## config.mk

```make
export PLATFORM = sky130hd
export DESIGN_NAME = mem_port_arbiter_flat
export DESIGN_NICKNAME = d
export VERILOG_FILES = /design/src/rtl/mem_port_arbiter_pkg.sv /design/src/rtl/mem_port_arbiter_if.sv /design/src/rtl/mem_port_arbiter_arb_rr2.sv /design/src/rtl/mem_port_arbiter.sv /design/src/flat_wrapper.sv
export SDC_FILE = /design/constraint.sdc
export NUM_CORES = 1
export LEC_CHECK = 0
export ABC_AREA = 1
export BUFFER_PORTS_ARGS = -buffer_cell sky130_fd_sc_hd__buf_2
export CAP_MARGIN = 0
export CORE_AREA = 5 5 210 212
export CTS_BUF_LIST = sky130_fd_sc_hd__clkbuf_16
export CTS_CLUSTER_DIAMETER = 60
export DETAILED_ROUTE_END_ITERATION = 10
export DIE_AREA = 0 0 215 217
export PLACE_DENSITY = 0.62
export SETUP_SLACK_MARGIN = 0.5
export SLEW_MARGIN = 10
export SYNTH_ARGS = -nofsm -noshare
export SYNTH_HDL_FRONTEND = slang
export SYNTH_SLANG_ARGS = --single-unit
export TNS_END_PERCENT = 5
```

## constraint.sdc

```tcl
create_clock -name clk -period 2 [get_ports clk]
set_input_delay 0.3 -clock clk [delete_from_list [all_inputs] [get_ports clk]]
set_output_delay 0.3 -clock clk [all_outputs]
set_load 0.1 [all_outputs]
```

## src/rtl/mem_port_arbiter_pkg.sv

```systemverilog
// Shared bus types for the fetch/data/memory ports and the helpers that build
// a memory-port request from a fetch or data request.
package mem_port_arbiter_pkg;

    typedef struct packed {
        logic        valid;
        logic [63:0] addr;
    } ibus_req_t;

    typedef struct packed {
        logic        addr_ok;
        logic        data_ok;
        logic [31:0] data;
    } ibus_resp_t;

    typedef struct packed {
        logic        valid;
        logic [63:0] addr;
        logic [2:0]  size;
        logic [7:0]  strobe;
        logic [63:0] data;
    } dbus_req_t;

    typedef struct packed {
        logic        addr_ok;
        logic        data_ok;
        logic [63:0] data;
    } dbus_resp_t;

    typedef struct packed {
        logic        valid;
        logic        is_write;
        logic [63:0] addr;
        logic [2:0]  size;
        logic [7:0]  strobe;
        logic [63:0] data;
    } mbus_req_t;

    typedef struct packed {
        logic        ready;
        logic [63:0] data;
    } mbus_resp_t;

    typedef enum logic [1:0] {
        IDLE,
        BUSY_I,
        BUSY_D
    } arb_state_t;

    typedef enum logic {
        OWN_I,
        OWN_D
    } owner_t;

    localparam logic [2:0] FETCH_SIZE = 3'b010;

    // Fetches are always 32-bit reads with no byte enables.
    function automatic mbus_req_t latch_fetch(input ibus_req_t r);
        mbus_req_t m;
        m          = '0;
        m.valid    = r.valid;
        m.addr     = r.addr;
        m.size     = FETCH_SIZE;
        return m;
    endfunction

    function automatic mbus_req_t latch_data(input dbus_req_t r);
        mbus_req_t m;
        m.valid    = r.valid;
        m.is_write = |r.strobe;
        m.addr     = r.addr;
        m.size     = r.size;
        m.strobe   = r.strobe;
        m.data     = r.data;
        return m;
    endfunction

    function automatic logic [31:0] fetch_word(input logic [63:0] data, input logic hi);
        return hi ? data[63:32] : data[31:0];
    endfunction

endpackage

```

## src/rtl/mem_port_arbiter_if.sv

```systemverilog
// Bundle of the fetch, data and shared memory port buses; the arbiter uses the
// slave view, whatever drives requests and memory responses uses the master view.
interface mem_port_arbiter_if
    import mem_port_arbiter_pkg::*;
();
    ibus_req_t  ireq;
    ibus_resp_t iresp;
    dbus_req_t  dreq;
    dbus_resp_t dresp;
    mbus_req_t  mreq;
    mbus_resp_t mresp;

    modport slave (
        input  ireq,
        input  dreq,
        input  mresp,
        output iresp,
        output dresp,
        output mreq
    );

    modport master (
        output ireq,
        output dreq,
        output mresp,
        input  iresp,
        input  dresp,
        input  mreq
    );
endinterface

```

## src/rtl/mem_port_arbiter_arb_rr2.sv

```systemverilog
// Two-way round-robin pick between the fetch and data requesters.
module arb_rr2
    import mem_port_arbiter_pkg::*;
(
    input  logic   req_i,
    input  logic   req_d,
    input  owner_t last_grant,
    output logic   grant_valid,
    output owner_t grant_owner
);
    // On contention the requester that did not win last time goes first.
    always_comb begin
        grant_valid = req_i | req_d;
        grant_owner = OWN_I;
        if (req_i && req_d) begin
            grant_owner = (last_grant == OWN_I) ? OWN_D : OWN_I;
        end else if (req_d) begin
            grant_owner = OWN_D;
        end
    end
endmodule

```

## src/rtl/mem_port_arbiter.sv

```systemverilog
// Arbitrates a fetch port and a data port onto one shared memory port, with a
// per-transaction watchdog and a data-side wait counter.
module mem_port_arbiter
    import mem_port_arbiter_pkg::*;
#(
    parameter int TIMEOUT = 255
) (
    input  logic              clk,
    input  logic              reset,
    mem_port_arbiter_if.slave bus,
    output logic              timeout_err,
    output logic [31:0]       dwait_cnt
);
    localparam logic [31:0] WD_LAST = 32'(TIMEOUT - 1);

    arb_state_t state;
    owner_t     last_grant;
    owner_t     pick_owner;
    logic       pick_valid;
    mbus_req_t  req_q;
    logic [31:0] wd_cnt;
    ibus_resp_t iresp_c;
    dbus_resp_t dresp_c;

    arb_rr2 u_rr2 (
        .req_i       (bus.ireq.valid),
        .req_d       (bus.dreq.valid),
        .last_grant  (last_grant),
        .grant_valid (pick_valid),
        .grant_owner (pick_owner)
    );

    // The memory request is only ever the latched copy, so requesters may change
    // or drop their request mid-transaction without disturbing the port.
    always_ff @(posedge clk) begin
        if (reset) begin
            state       <= IDLE;
            last_grant  <= OWN_D;
            req_q       <= '0;
            wd_cnt      <= '0;
            timeout_err <= 1'b0;
        end else begin
            case (state)
                IDLE: begin
                    if (pick_valid) begin
                        wd_cnt <= '0;
                        if (pick_owner == OWN_D) begin
                            state <= BUSY_D;
                            req_q <= latch_data(bus.dreq);
                        end else begin
                            state <= BUSY_I;
                            req_q <= latch_fetch(bus.ireq);
                        end
                    end
                end
                BUSY_I, BUSY_D: begin
                    if (bus.mresp.ready || wd_cnt == WD_LAST) begin
                        state      <= IDLE;
                        req_q      <= '0;
                        last_grant <= (state == BUSY_D) ? OWN_D : OWN_I;
                        if (!bus.mresp.ready) begin
                            timeout_err <= 1'b1;
                        end
                    end else begin
                        wd_cnt <= wd_cnt + 32'd1;
                    end
                end
                default: begin
                    state <= IDLE;
                    req_q <= '0;
                end
            endcase
        end
    end

    always_ff @(posedge clk) begin
        if (reset) begin
            dwait_cnt <= '0;
        end else if (bus.dreq.valid && state != BUSY_D && dwait_cnt != 32'hFFFF_FFFF) begin
            dwait_cnt <= dwait_cnt + 32'd1;
        end
    end

    // Completion is acknowledged combinationally in the ready cycle, owner only.
    always_comb begin
        iresp_c = '0;
        dresp_c = '0;
        if (state == BUSY_I && bus.mresp.ready) begin
            iresp_c.addr_ok = 1'b1;
            iresp_c.data_ok = 1'b1;
            iresp_c.data    = fetch_word(bus.mresp.data, req_q.addr[2]);
        end
        if (state == BUSY_D && bus.mresp.ready) begin
            dresp_c.addr_ok = 1'b1;
            dresp_c.data_ok = 1'b1;
            dresp_c.data    = bus.mresp.data;
        end
    end

    assign bus.mreq  = req_q;
    assign bus.iresp = iresp_c;
    assign bus.dresp = dresp_c;

endmodule

```

## src/flat_wrapper.sv

```systemverilog
// flat-port wrapper written by rule: the top's interface ports become plain ports
module mem_port_arbiter_flat import mem_port_arbiter_pkg::*;
#(
    parameter int TIMEOUT = 255
)
  (clk, reset, timeout_err, dwait_cnt, bus_ireq, bus_dreq, bus_mresp, bus_iresp, bus_dresp, bus_mreq);
  mem_port_arbiter_if bus_i ();
  input  logic clk;
  input  logic reset;
  output logic timeout_err;
  output logic [31:0] dwait_cnt;
  input wire logic [$bits(bus_i.ireq)-1:0] bus_ireq;
  input wire logic [$bits(bus_i.dreq)-1:0] bus_dreq;
  input wire logic [$bits(bus_i.mresp)-1:0] bus_mresp;
  output wire logic [$bits(bus_i.iresp)-1:0] bus_iresp;
  output wire logic [$bits(bus_i.dresp)-1:0] bus_dresp;
  output wire logic [$bits(bus_i.mreq)-1:0] bus_mreq;
  assign bus_i.ireq = bus_ireq;
  assign bus_i.dreq = bus_dreq;
  assign bus_i.mresp = bus_mresp;
  assign bus_iresp = bus_i.iresp;
  assign bus_dresp = bus_i.dresp;
  assign bus_mreq = bus_i.mreq;
  mem_port_arbiter #(.TIMEOUT(TIMEOUT)) u_core (.clk(clk), .reset(reset), .bus(bus_i), .timeout_err(timeout_err), .dwait_cnt(dwait_cnt));
endmodule
```

-- After elaboration in Yosys (flattened, before gate mapping)
Cells that the tools add are included.
W data, S select, Z words.
- add/subtract/negate cells: 2
- multipliers: 0
- div/mod/pow operators: 0
- order comparisons: 0
- equality and inequality tests: 8
- shift operators: 0
- muxes and demuxes: 18
- bitwise gates (word level): 2
- reduce and logical (&&, ||, !) cells: 14
- operators by type and width (operator ; number):
    $mux W141 ; 3
    $pmux W141 S2 ; 1
    $mux W32 ; 3
    $mux W66 ; 1
    $add A32 B1 Y32 const B ; 2
    $pmux W32 S2 ; 1
    $mux W34 ; 1
    $eq A32 B8 Y1 const B ; 1
    $ne A32 B32 Y1 const B ; 1
    $reduce_or A8 Y1 ; 1
    $mux W2 ; 3
    $reduce_and A3 Y1 ; 2
    $logic_and A1 B1 Y1 ; 5
    $mux W1 ; 4
    $ne A2 B1 Y1 const B ; 2
    $ne A2 B2 Y1 const B ; 2
    $pmux W2 S2 ; 1
    $reduce_and A2 Y1 ; 2
    $eq A2 B1 Y1 const B ; 1
    $eq A2 B2 Y1 const B ; 1
    $logic_not A2 Y1 ; 1
    $reduce_bool A2 Y1 ; 1
    $reduce_or A2 Y1 ; 1
    $logic_or A1 B1 Y1 ; 1
    2 further kinds ; 2
- register bits after elaboration: 209
- bits in latches: 0
- RAM bits: 0
- ROM bits: 0
- bits of input ports: 272
- output and inout bits: 274
- logic and storage cells: 55
- memories kept: 0

-- Logic depth before layout (Yosys ltp)
Gate-level depths: netlist of the first run.
- word-level depth: 5
- mapped depth: 14
- mapped depth without buffers: 14

-- Cells and area by module
From an unflattened synthesis of the first run, not the netlist that was laid out.
- cells, all modules: 2039
- area, all modules: 12159.2 um^2
- by module, submodules not included (module ; instances ; cells each ; area each (um^2) ; sequential area each (um^2)):
    mem_port_arbiter ; 1 ; 2036 ; 12144.1 ; 4184.0
    arb_rr2 ; 1 ; 3 ; 15.0 ; 0.0

-- Worst setup path before layout of the first run
OpenSTA, ideal clock, no wires.
- kind: flip-flop to output port
- from: register u_core.state[1]
- to: output port bus_iresp[23]
- arrival: 3382 ps
- required time: 1700 ps
- setup slack: -1682 ps
- stages on the path, launching flop included: 8
- buffers on the path: 1
- cells stage by stage: dfxtp_1 > inv_1 > ha_1 > nand2_1 > inv_1 > clkbuf_1 > o21ai_0 > a21oi_1
- cells in the longest elaborated chain, start to end: 3
- ends and longest elaborated chain (element ; line ; source):
    from (decl) ; mem_port_arbiter.sv:16 ; arb_state_t state;
    from (signal assigned) ; mem_port_arbiter.sv:37 ; state <= IDLE;
    from (signal assigned) ; mem_port_arbiter.sv:48 ; state <= BUSY_D;
    from (signal assigned) ; mem_port_arbiter.sv:51 ; state <= BUSY_I;
    $eq A2 B1 Y1 ; mem_port_arbiter.sv:88 ; if (state == BUSY_I && bus.mresp.ready) begin
    $logic_and A1 B1 Y1 ; mem_port_arbiter.sv:88 ;
    $mux W34 ; mem_port_arbiter.sv:88 ;
    to (decl) ; flat_wrapper.sv:15 ; output wire logic [$bits(bus_i.iresp)-1:0] bus_iresp;
Every way passes these cells.

-- Worst setup path after layout of the first run
- from: register u_core.state[1]
- to: output port bus_dresp[30]
- cells in the longest elaborated chain, start to end: 3
- ends and longest elaborated chain (element ; line ; source):
    $eq A2 B2 Y1 ; mem_port_arbiter.sv:93 ; if (state == BUSY_D && bus.mresp.ready) begin
    $logic_and A1 B1 Y1 ; mem_port_arbiter.sv:93 ;
    $mux W66 ; mem_port_arbiter.sv:93 ;
    to (decl) ; flat_wrapper.sv:16 ; output wire logic [$bits(bus_i.dresp)-1:0] bus_dresp;
Every way passes these cells.

==> results of run 1 <==
[registers in the layout, summed over array words and instances (netlist names)]
register            cells
u_core.dwait_cnt       32
u_core.timeout_err      1
u_core.state            2
u_core.wd_cnt          32
u_core.last_grant       1
u_core.bus.mreq       141
[cell usage after synthesis, types with 2 or more instances]
master                     instances  area share [%]
sky130_fd_sc_hd__a22o_1           64             4.8
sky130_fd_sc_hd__inv_1           177             5.7
sky130_fd_sc_hd__nor3_1           37             1.6
sky130_fd_sc_hd__xnor2_1           4            0.30
sky130_fd_sc_hd__ha_1              6            0.64
sky130_fd_sc_hd__buf_1             8            0.26
sky130_fd_sc_hd__nand3b_1          3            0.19
sky130_fd_sc_hd__o21ai_1           3            0.13
sky130_fd_sc_hd__xor2_1           14             1.0
sky130_fd_sc_hd__nand2_1         417              13
sky130_fd_sc_hd__dfxtp_1         209              36
sky130_fd_sc_hd__buf_4             6            0.39
sky130_fd_sc_hd__clkbuf_1         78             2.5
sky130_fd_sc_hd__nand3_1         155             6.6
sky130_fd_sc_hd__nor2_1          383              12
sky130_fd_sc_hd__o21ai_0         113             4.8
sky130_fd_sc_hd__buf_6             5            0.48
sky130_fd_sc_hd__nand2_2           2            0.11
sky130_fd_sc_hd__buf_2            28             1.2
sky130_fd_sc_hd__a21oi_1         150             6.4
sky130_fd_sc_hd__nand4_1          14            0.75
sky130_fd_sc_hd__inv_2             3           0.096
[power breakdown]
part	internal, W	switching [W]	total (W)
registers	0.00458	0.000425	0.00501
clock network	0.00299	0.00210	0.00509
logic	0.00314	0.00616	0.00929
total	0.0107	0.00868	0.0194
[path summary, 6_finish.rpt]
kind / start / cells past startpoint / end
worst max-delay path: u_core.state[1] / 7 / bus_dresp[30]
worst min-delay path: bus_dreq[60] / 5 / u_core.bus.mreq[60]
worst max register to register: u_core.state[1] / 9 / u_core.bus.mreq[113]
worst min register to register: u_core.bus.mreq[64] / 2 / u_core.bus.mreq[64]
[logic make-up after synthesis]
| kind of cell | count (synthesis) | share of synthesized area [%] |
|---|---|---|
| AOI/OAI and AO/OA | 331 | 16.25 |
| DFF | 209 | 35.78 |
| and+or+nand+nor | 1017 | 35.35 |
| xor gates and xnor gates | 18 | 1.348 |
| adders and majority gates | 6 | 0.6419 |
| buffers and inverters | 306 | 10.63 |
[metal layers]
| layer | share of wire, % | wire length [µm] | up-vias |
|---|---|---|---|
| met3 | 8.0 | 4504 | 129 |
| met2 | 49 | 27490 | 657 |
| met4 | 3.7 | 2097 | 2 |
| met1 | 40 | 22490 | 7088 |
| met5 | 0.023 | 13 | - |
| li1 | - | - | 7170 |
[through the flow]
step	instances	cell area [µm²]	util, %
2_1_floorplan	1887	12790	-
3_5_place_dp	2929	17850	42.74
5_1_grt	3008	22740	54.46
6_report	3008	22740	54.46
3_3_place_gp	2929	17850	42.74
4_1_cts	3001	21400	51.25
[worst register-to-register path: stages, from the launching register on]
cell	delay [ns]
sky130_fd_sc_hd__dfxtp_2	0.32
sky130_fd_sc_hd__inv_2	0.07
sky130_fd_sc_hd__buf_4	0.10
sky130_fd_sc_hd__ha_2	0.20
sky130_fd_sc_hd__inv_4	0.07
sky130_fd_sc_hd__nor2_4	0.58
sky130_fd_sc_hd__buf_12	0.26
sky130_fd_sc_hd__a22o_1	0.17
sky130_fd_sc_hd__o21ai_0	0.08
sky130_fd_sc_hd__nor2_1	0.10
[cells in the final DEF, fill, tap and decap left out, types with 4 or more instances in the layout]
master	n
sky130_fd_sc_hd__dfxtp_1	63
sky130_fd_sc_hd__buf_12	268
sky130_fd_sc_hd__nand2_2	18
sky130_fd_sc_hd__clkinv_1	4
sky130_fd_sc_hd__nand2_4	24
sky130_fd_sc_hd__nor3_1	25
sky130_fd_sc_hd__nor3_2	9
sky130_fd_sc_hd__a21oi_1	100
sky130_fd_sc_hd__inv_2	12
sky130_fd_sc_hd__a21oi_4	33
sky130_fd_sc_hd__diode_2	4
sky130_fd_sc_hd__inv_1	165
sky130_fd_sc_hd__o21ai_2	13
sky130_fd_sc_hd__xnor2_1	4
sky130_fd_sc_hd__xor2_1	13
sky130_fd_sc_hd__inv_8	4
sky130_fd_sc_hd__nand3_1	142
sky130_fd_sc_hd__nand2_1	376
sky130_fd_sc_hd__buf_4	51
sky130_fd_sc_hd__o21ai_0	73
sky130_fd_sc_hd__nor2_4	73
sky130_fd_sc_hd__nand4_1	14
sky130_fd_sc_hd__ha_4	4
sky130_fd_sc_hd__nand3_2	11
sky130_fd_sc_hd__a22o_1	64
sky130_fd_sc_hd__buf_2	270
sky130_fd_sc_hd__o21ai_4	14
sky130_fd_sc_hd__buf_6	40
sky130_fd_sc_hd__a21oi_2	18
sky130_fd_sc_hd__dfxtp_4	26
sky130_fd_sc_hd__clkinv_2	4
sky130_fd_sc_hd__clkbuf_16	30
sky130_fd_sc_hd__inv_4	4
sky130_fd_sc_hd__nor2_1	299
sky130_fd_sc_hd__dfxtp_2	120
sky130_fd_sc_hd__nor2_2	12
sky130_fd_sc_hd__buf_16	7
sky130_fd_sc_hd__o21ai_1	16
sky130_fd_sc_hd__buf_8	12
[final cells by class]
class | count | share of cell area [%]
antenna | 4 | 0.04402
clock buffer | 28 | 3.081
clock inverter | 23 | 1.056
inverter | 181 | 3.114
multi-input combinational | 1372 | 34.99
sequential | 209 | 19.49
tap | 539 | 2.966
timing repair buffer | 652 | 35.26
[what timing repair did]
action / CTS / global route
gates cloned: 4 / 2
endpoints found under the hold margin: 0 / 0
setup buffers: 17 / 1
hold buffers: 0 / 0
pin swaps: 55 / 75
setup endpoints to repair: 483 / 394
resized for setup: 683 / 440
==> summary.md, run 1 <==
| Metric | Value |
|---|---|
| Port buffer count | roughly 550 |
| Synthesized area | around 12000 µm² |
| TritonCTS clock tree | done |
| Met1 demand-to-capacity share in global routing | 27.01% |
| Residual overflow from global routing | 0 |
| Global-route met3 utilization | under 10% |
| Net count after synthesis | 2165 |
| Signal arrival time at the worst endpoint | about 2.0 ns |
| Fraction of layout instances using a drive strength above 1 | 44.62% |
| Worst setup path category | flip-flop to primary output |
| Failing checks | negative setup slack |
| Power, Total | about 0.019 W |
| Die Outline Area | 46660 µm² |
| Worst-path cell with the longest stage delay | sky130_fd_sc_hd__dfxtp_2 |
| Seq. cell area | between 4000 and 5000 µm² |
| Post-Synthesis Cells | roughly 1900 |
| Worst EP required | about 1.7 ns |
| Synth Flop Type | sky130_fd_sc_hd__dfxtp_1 |
| Number of enable flip-flop cells after synthesis | 0 |
| Total CTS buffers | 28 |
| Starting utilization of the core area | about 28% |
| Most used routing layer | met2 |
| Highest fanout seen on the critical path | 9 |
| Net count, final | between 2000 and 3000 |
| Worst Setup Slack post-DPL | between 0.03 and 0.04 ns |
| Count of buffer and inverter cells on the critical path | 4 |
| Number of slew-limit violations in the final report | 0 |
| Routed via count | roughly 15000 |
| Path category of the worst min-delay check | input port to flip-flop |
| Setup repair after global routing missed its margin | yes |
| Minimum setup slack among reg-to-reg paths | -0.06 ns |
| Status | complete, but fails checks |
| Total power per unit cell area | between 800 and 900 nW/µm² |
| Mean instance size in the synthesized netlist | 6.198 µm² |
| Startpoint class of the critical path | flip-flop |
| Transition time of the tightest slew-check pin | ~0.75 ns |
| Average wire per standard cell | between 15 and 20 µm |
| Sequential-to-total area share from yosys stat | 35.78% |
| Worst max-slew margin expressed relative to the limit | about half |
| Via density | between 5 and 6 |
| Hold slack final | 0.06137 ns |
| Initial antenna violation count | 7 |
| MaxCap Viol Count | 0 |
| Pleak | 9.622 nW |
| Pin count of the biggest net entering global routing | ~120 |
| Final critical-path share of the clock period | 113.4% |
| Setup slack of the critical path after layout | -0.2679 ns |
| Total of fill cells in the finished design | 3604 |
| Number of H-tree branching levels | 1 |
| Num ports | 546 |
| Final count of hold timing violations | 0 |
| Register bit total from synthesis | ~210 |
| Worst Skew | roughly 0.069 ns |
| TritonRoute pass-1 iters | 6 |
| Multi-input gate area in the final layout | 7956 µm² |
| Detailed Route WL | approximately 57000 µm |
| Met2 global-route usage | 37.36% |
| Global-route wire length before repair | approximately 83000 µm |
| First-iteration detailed-routing DRC count | between 1000 and 1500 |
| Fraction of registers with async set/reset | 0% |
| Global-route total usage across every layer | between 20% and 30% |
| Family with the most delay on the worst path | buffers and inverters |
| Sum of negative setup slack | -21.22 ns |
| Post-detailed-route DRC marker count | 0 |
| Placeable core region | between 40000 and 50000 µm² |
| CP Capture Type | primary output |
| Clock slew at reported path FFs | ~0.060 ns |
| DP Wirelength | 40240 µm |
| Row Count | 75 |
| Cells traversed along the worst timing path | buf_4 > ha_4 > nand2_8 > buf_8 > clkbuf_16 > nor2_4 > buf_12 |
| Area overhead of the layout relative to synthesis | 94.45% |
| Number of sinks driven by the clock tree | 209 |
| Post-layout min period | ~2.3 ns |
| Vias in the first global route | 14350 |
| Post-synth cell types | 30 |
| Number of antenna-violating nets in the routed design | 0 |
| Final estimated routing congestion in global placement | ~0.97 |
| Clock Latency Late Sink | around 0.6 ns |
| Buffer levels on the longest clock path | 3 |
| Die outline width | roughly 220 µm |
| Setup-failing EPs final | ~120 |
| Clk Tree Root Cell | sky130_fd_sc_hd__clkbuf_16 |
| CP max stage delay | about 0.33 ns |
| Yosys warns | 0 |
| Worst VDD drop | 0.7113 mV |
| Achievable clock frequency | 0.4409 GHz |
| Vertical extent of the die | around 220 µm |
Power figures use the tool's default switching activity.
==> inputs of run 2 (changes only) <==
--- a/config.mk
+++ b/config.mk
@@ -13,6 +13,7 @@
 export CTS_CLUSTER_DIAMETER = 60
 export DETAILED_ROUTE_END_ITERATION = 10
 export DIE_AREA = 0 0 215 217
+export HOLD_SLACK_MARGIN = 0.1
 export PLACE_DENSITY = 0.62
 export SETUP_SLACK_MARGIN = 0.5
 export SLEW_MARGIN = 10
==> run 2 against run 1 <==
Against the previous run: the run still ends with negative setup slack left; clock-buffer cell count is the same; register-to-register slack hardly changed; clock skew down 0.0077 ns; cell count grew 4.0%; global-route usage up 1.8 points; cell area rose by 4.6%; first-iteration DRC count increased by 28%; sequential share of layout area decreased by 0.88 points; flip-flop and latch count did not move; maximum frequency up 0.17%; critical path type unchanged; critical endpoint unchanged; largest cell class unchanged.
==> summary.md, run 2 (synthesized netlist as in run 1, its figures left out) <==
| Metric | Value |
|---|---|
| Status | complete, but fails checks (unchanged) |
| Failing checks | negative setup slack (unchanged) |
| Global-route wire length before repair | 90160 µm (was 83460 µm) |
| Average wire per standard cell | 19.70 µm (was 18.81 µm) |
| Met2 global-route usage | 40.35% (was 37.36%) |
| Starting utilization of the core area | 28.01% (unchanged) |
| Final estimated routing congestion in global placement | 0.9665 (unchanged) |
| First-iteration detailed-routing DRC count | 1331 (was 1036) |
| Buffer levels on the longest clock path | 3 (unchanged) |
| Worst VDD drop | 0.7225 mV (was 0.7113 mV) |
| Number of sinks driven by the clock tree | 209 (unchanged) |
| Most common cell after layout, fill and taps aside | sky130_fd_sc_hd__nand2_1 (unchanged) |
| Pleak | 10.05 nW (was 9.622 nW) |
| Hold slack final | 0.1372 ns (was 0.06137 ns) |
| Residual overflow from global routing | 0 (unchanged) |
| Port buffer count | 545 (unchanged) |
| Via density | 5.089 (was 5.002) |
| Path category of the worst min-delay check | input port to flip-flop (unchanged) |
| Cells traversed along the worst timing path | inv_2 > ha_4 > nand2_8 > buf_8 > clkbuf_16 > nor2_4 > buf_12 (was buf_4 > ha_4 > nand2_8 > buf_8 > clkbuf_16 > nor2_4 > buf_12) |
| WHS Endpoint | u_core.bus.mreq[90] (was u_core.bus.mreq[60]) |
| Clk Tree Root Cell | sky130_fd_sc_hd__clkbuf_16 (unchanged) |
| Startpoint of the lowest-slack register-to-register path | u_core.state[1] (unchanged) |
| Clock Latency Late Sink | 0.59 ns (was 0.60 ns) |
| Row Count | 75 (unchanged) |
| Num ports | 546 (unchanged) |
| Endpoint of the lowest-slack register-to-register path | u_core.bus.mreq[132] (was u_core.bus.mreq[113]) |
| Launching instance or port of the critical path | u_core.state[0] (was u_core.state[1]) |
| Met1 demand-to-capacity share in global routing | 28.80% (was 27.01%) |
| Number of slew-limit violations in the final report | 0 (unchanged) |
| Worst max-slew margin expressed relative to the limit | 49.45% (was 49.65%) |
| Worst-path cell with the longest stage delay | sky130_fd_sc_hd__dfxtp_4 (was sky130_fd_sc_hd__dfxtp_2) |
| Startpoint class of the critical path | flip-flop (unchanged) |
| Die Outline Area | 46660 µm² (unchanged) |
| Global-route total usage across every layer | 23.77% (was 21.99%) |
| Final critical-path share of the clock period | 113.2% (was 113.4%) |
| MaxCap Viol Count | 0 (unchanged) |
| Depth of the worst register-to-register path | 9 (unchanged) |
| Total CTS buffers | 28 (unchanged) |
| Achievable clock frequency | 0.4417 GHz (was 0.4409 GHz) |
| Setup repair after global routing missed its margin | yes (unchanged) |
| Worst Setup Slack post-DPL | 0.03194 ns (unchanged) |
| Fraction of layout instances using a drive strength above 1 | 41.43% (was 44.62%) |
| DP Wirelength | 40240 µm (unchanged) |
| Routed via count | 15910 (was 15050) |
| Commonest cells after routing, fill and taps aside | 382 x sky130_fd_sc_hd__nand2_1, 299 x sky130_fd_sc_hd__nor2_1, 270 x sky130_fd_sc_hd__buf_2 (was 376 x sky130_fd_sc_hd__nand2_1, 299 x sky130_fd_sc_hd__nor2_1, 270 x sky130_fd_sc_hd__buf_2) |
| Signal arrival time at the worst endpoint | 1.96 ns (was 1.97 ns) |
| Net count, final | 2842 (was 2722) |
| Vertical extent of the die | 217 µm (unchanged) |
| CP Capture Type | primary output (unchanged) |
| Clock slew at reported path FFs | 0.06 ns (about the same) |
| Post-detailed-route DRC marker count | 0 (unchanged) |
| Post-layout min period | 2.264 ns (was 2.268 ns) |
| Worst setup path category | flip-flop to primary output (unchanged) |
| Worst Skew | 0.06121 ns (was 0.06890 ns) |
| Highest fanout seen on the critical path | 9 (unchanged) |
| Number of H-tree branching levels | 1 (unchanged) |
| Critical hold path startpoint | bus_dreq[90] (was bus_dreq[60]) |
| Number of flip-flops under the largest register name | 141 (unchanged) |
| Most used routing layer | met2 (unchanged) |
| Vias in the first global route | 15480 (was 14350) |
| Initial antenna violation count | 3 (was 7) |
| Total power per unit cell area | 825.5 nW/µm² (was 852.5 nW/µm²) |
| Detailed Route WL | 61600 µm (was 56600 µm) |
| Minimum setup slack among reg-to-reg paths | -0.06 ns (about the same) |
| CP max stage delay | 0.36 ns (was 0.33 ns) |
| Global-route met3 utilization | 5.684% (was 5.920%) |
| Total non-filler cell area in the finished layout | 23790 µm² (was 22740 µm²) |
| Setup-failing EPs final | 121 (was 122) |
| Number of cells on the worst hold path | 4 (was 5) |
| Worst EP required | 1.70 ns (about the same) |
| Pin count of the biggest net entering global routing | 121 (unchanged) |
| Setup slack of the critical path after layout | -0.2639 ns (was -0.2679 ns) |
| Placed inst area | 17850 µm² (unchanged) |
| Placeable core region | 41760 µm² (unchanged) |
| TritonCTS clock tree | done (unchanged) |
| Final count of hold timing violations | 0 (unchanged) |
| TritonRoute pass-1 iters | 8 (was 6) |
| Area overhead of the layout relative to synthesis | 103.4% (was 94.45%) |
| Number of antenna-violating nets in the routed design | 0 (unchanged) |
| Transition time of the tightest slew-check pin | 0.7565 ns (was 0.7535 ns) |
| Final core utilization | 56.98% (was 54.46%) |
| Die outline width | 215 µm (unchanged) |
==> run 2: cell types whose count changed in the layout (fill, tap and decap cells not counted), moves of 2 or more <==
cell                            delta
sky130_fd_sc_hd__nand2_1           +6
sky130_fd_sc_hd__dfxtp_2          -13
sky130_fd_sc_hd__nand3_2           -4
sky130_fd_sc_hd__dfxtp_1          +10
sky130_fd_sc_hd__nand3_1           +4
sky130_fd_sc_hd__buf_6             +4
sky130_fd_sc_hd__a21oi_2           -5
sky130_fd_sc_hd__dlygate4sd3_1   +120
sky130_fd_sc_hd__nand2_4          -10
sky130_fd_sc_hd__dfxtp_4           +3
sky130_fd_sc_hd__nand2_2           +4
sky130_fd_sc_hd__buf_12            -2
sky130_fd_sc_hd__a21oi_1           +6
==> run 2: stage by stage <==
step	power, W	setup TNS, ns	instances
6_report	0.01964	-20.69	3127
5_1_grt	0.02033	-33.03	3127
4_1_cts	0.01914	-27.44	3121
3_5_place_dp	0.01270	0	2929
3_3_place_gp	0.01263	0	2929
2_1_floorplan	0.01055	0	1887
==> run 2: final cells by class <==
cell class | instances | area [µm²]
antenna | 3 | 7.507
clock buffer | 28 | 700.7
clock inverter | 23 | 240.2
fill | 3389 | 17970
inverter | 181 | 703.2
multi-input combinational | 1372 | 7838
sequential | 209 | 4427
tap | 539 | 674.4
timing repair buffer | 772 | 9203
==> run 2: critical path: cells and delay by family, from the launching register on <==
| family | cells | cell delay [ns] |
|---|---|---|
| buffers and inverters | 4 | 0.61 |
| and+or+nand+nor | 2 | 0.21 |
| DFF | 1 | 0.36 |
| adders and majority gates | 1 | 0.18 |
==> run 2: per-layer routing <==
metal / share of wire [%] / vias up / wire length [µm]
met5: 0 / - / 0
met4: 5.1 / 0 / 3146
met3: 8.5 / 202 / 5231
met2: 48 / 919 / 29560
met1: 38 / 7375 / 23660
li1: - / 7416 / -
==> run 2: repair_timing <==
item | 4_1_cts | 5_1_grt
gates cloned | 4 | 2
endpoints found under the hold margin | 101 | 0
pin swaps | 55 | 58
buffers inserted | 17 | 1
gates resized for setup | 683 | 397
endpoints found under the setup margin | 483 | 393
hold buffers | 120 | 0
==> run 2: how the worst max path moves through the flow <==
stage and endpoint:
2_1_floorplan bus_dresp[65], 3_3_place_gp u_core.bus.mreq[0], 3_5_place_dp u_core.bus.mreq[32], 4_1_cts bus_dresp[49]
5_1_grt bus_dresp[62], 6_report bus_dresp[30]
==> run 2: power by group <==
group	switching, W	internal (W)
logic	0.00626	0.00326
clock network	0.00212	0.00299
registers	0.000438	0.00458
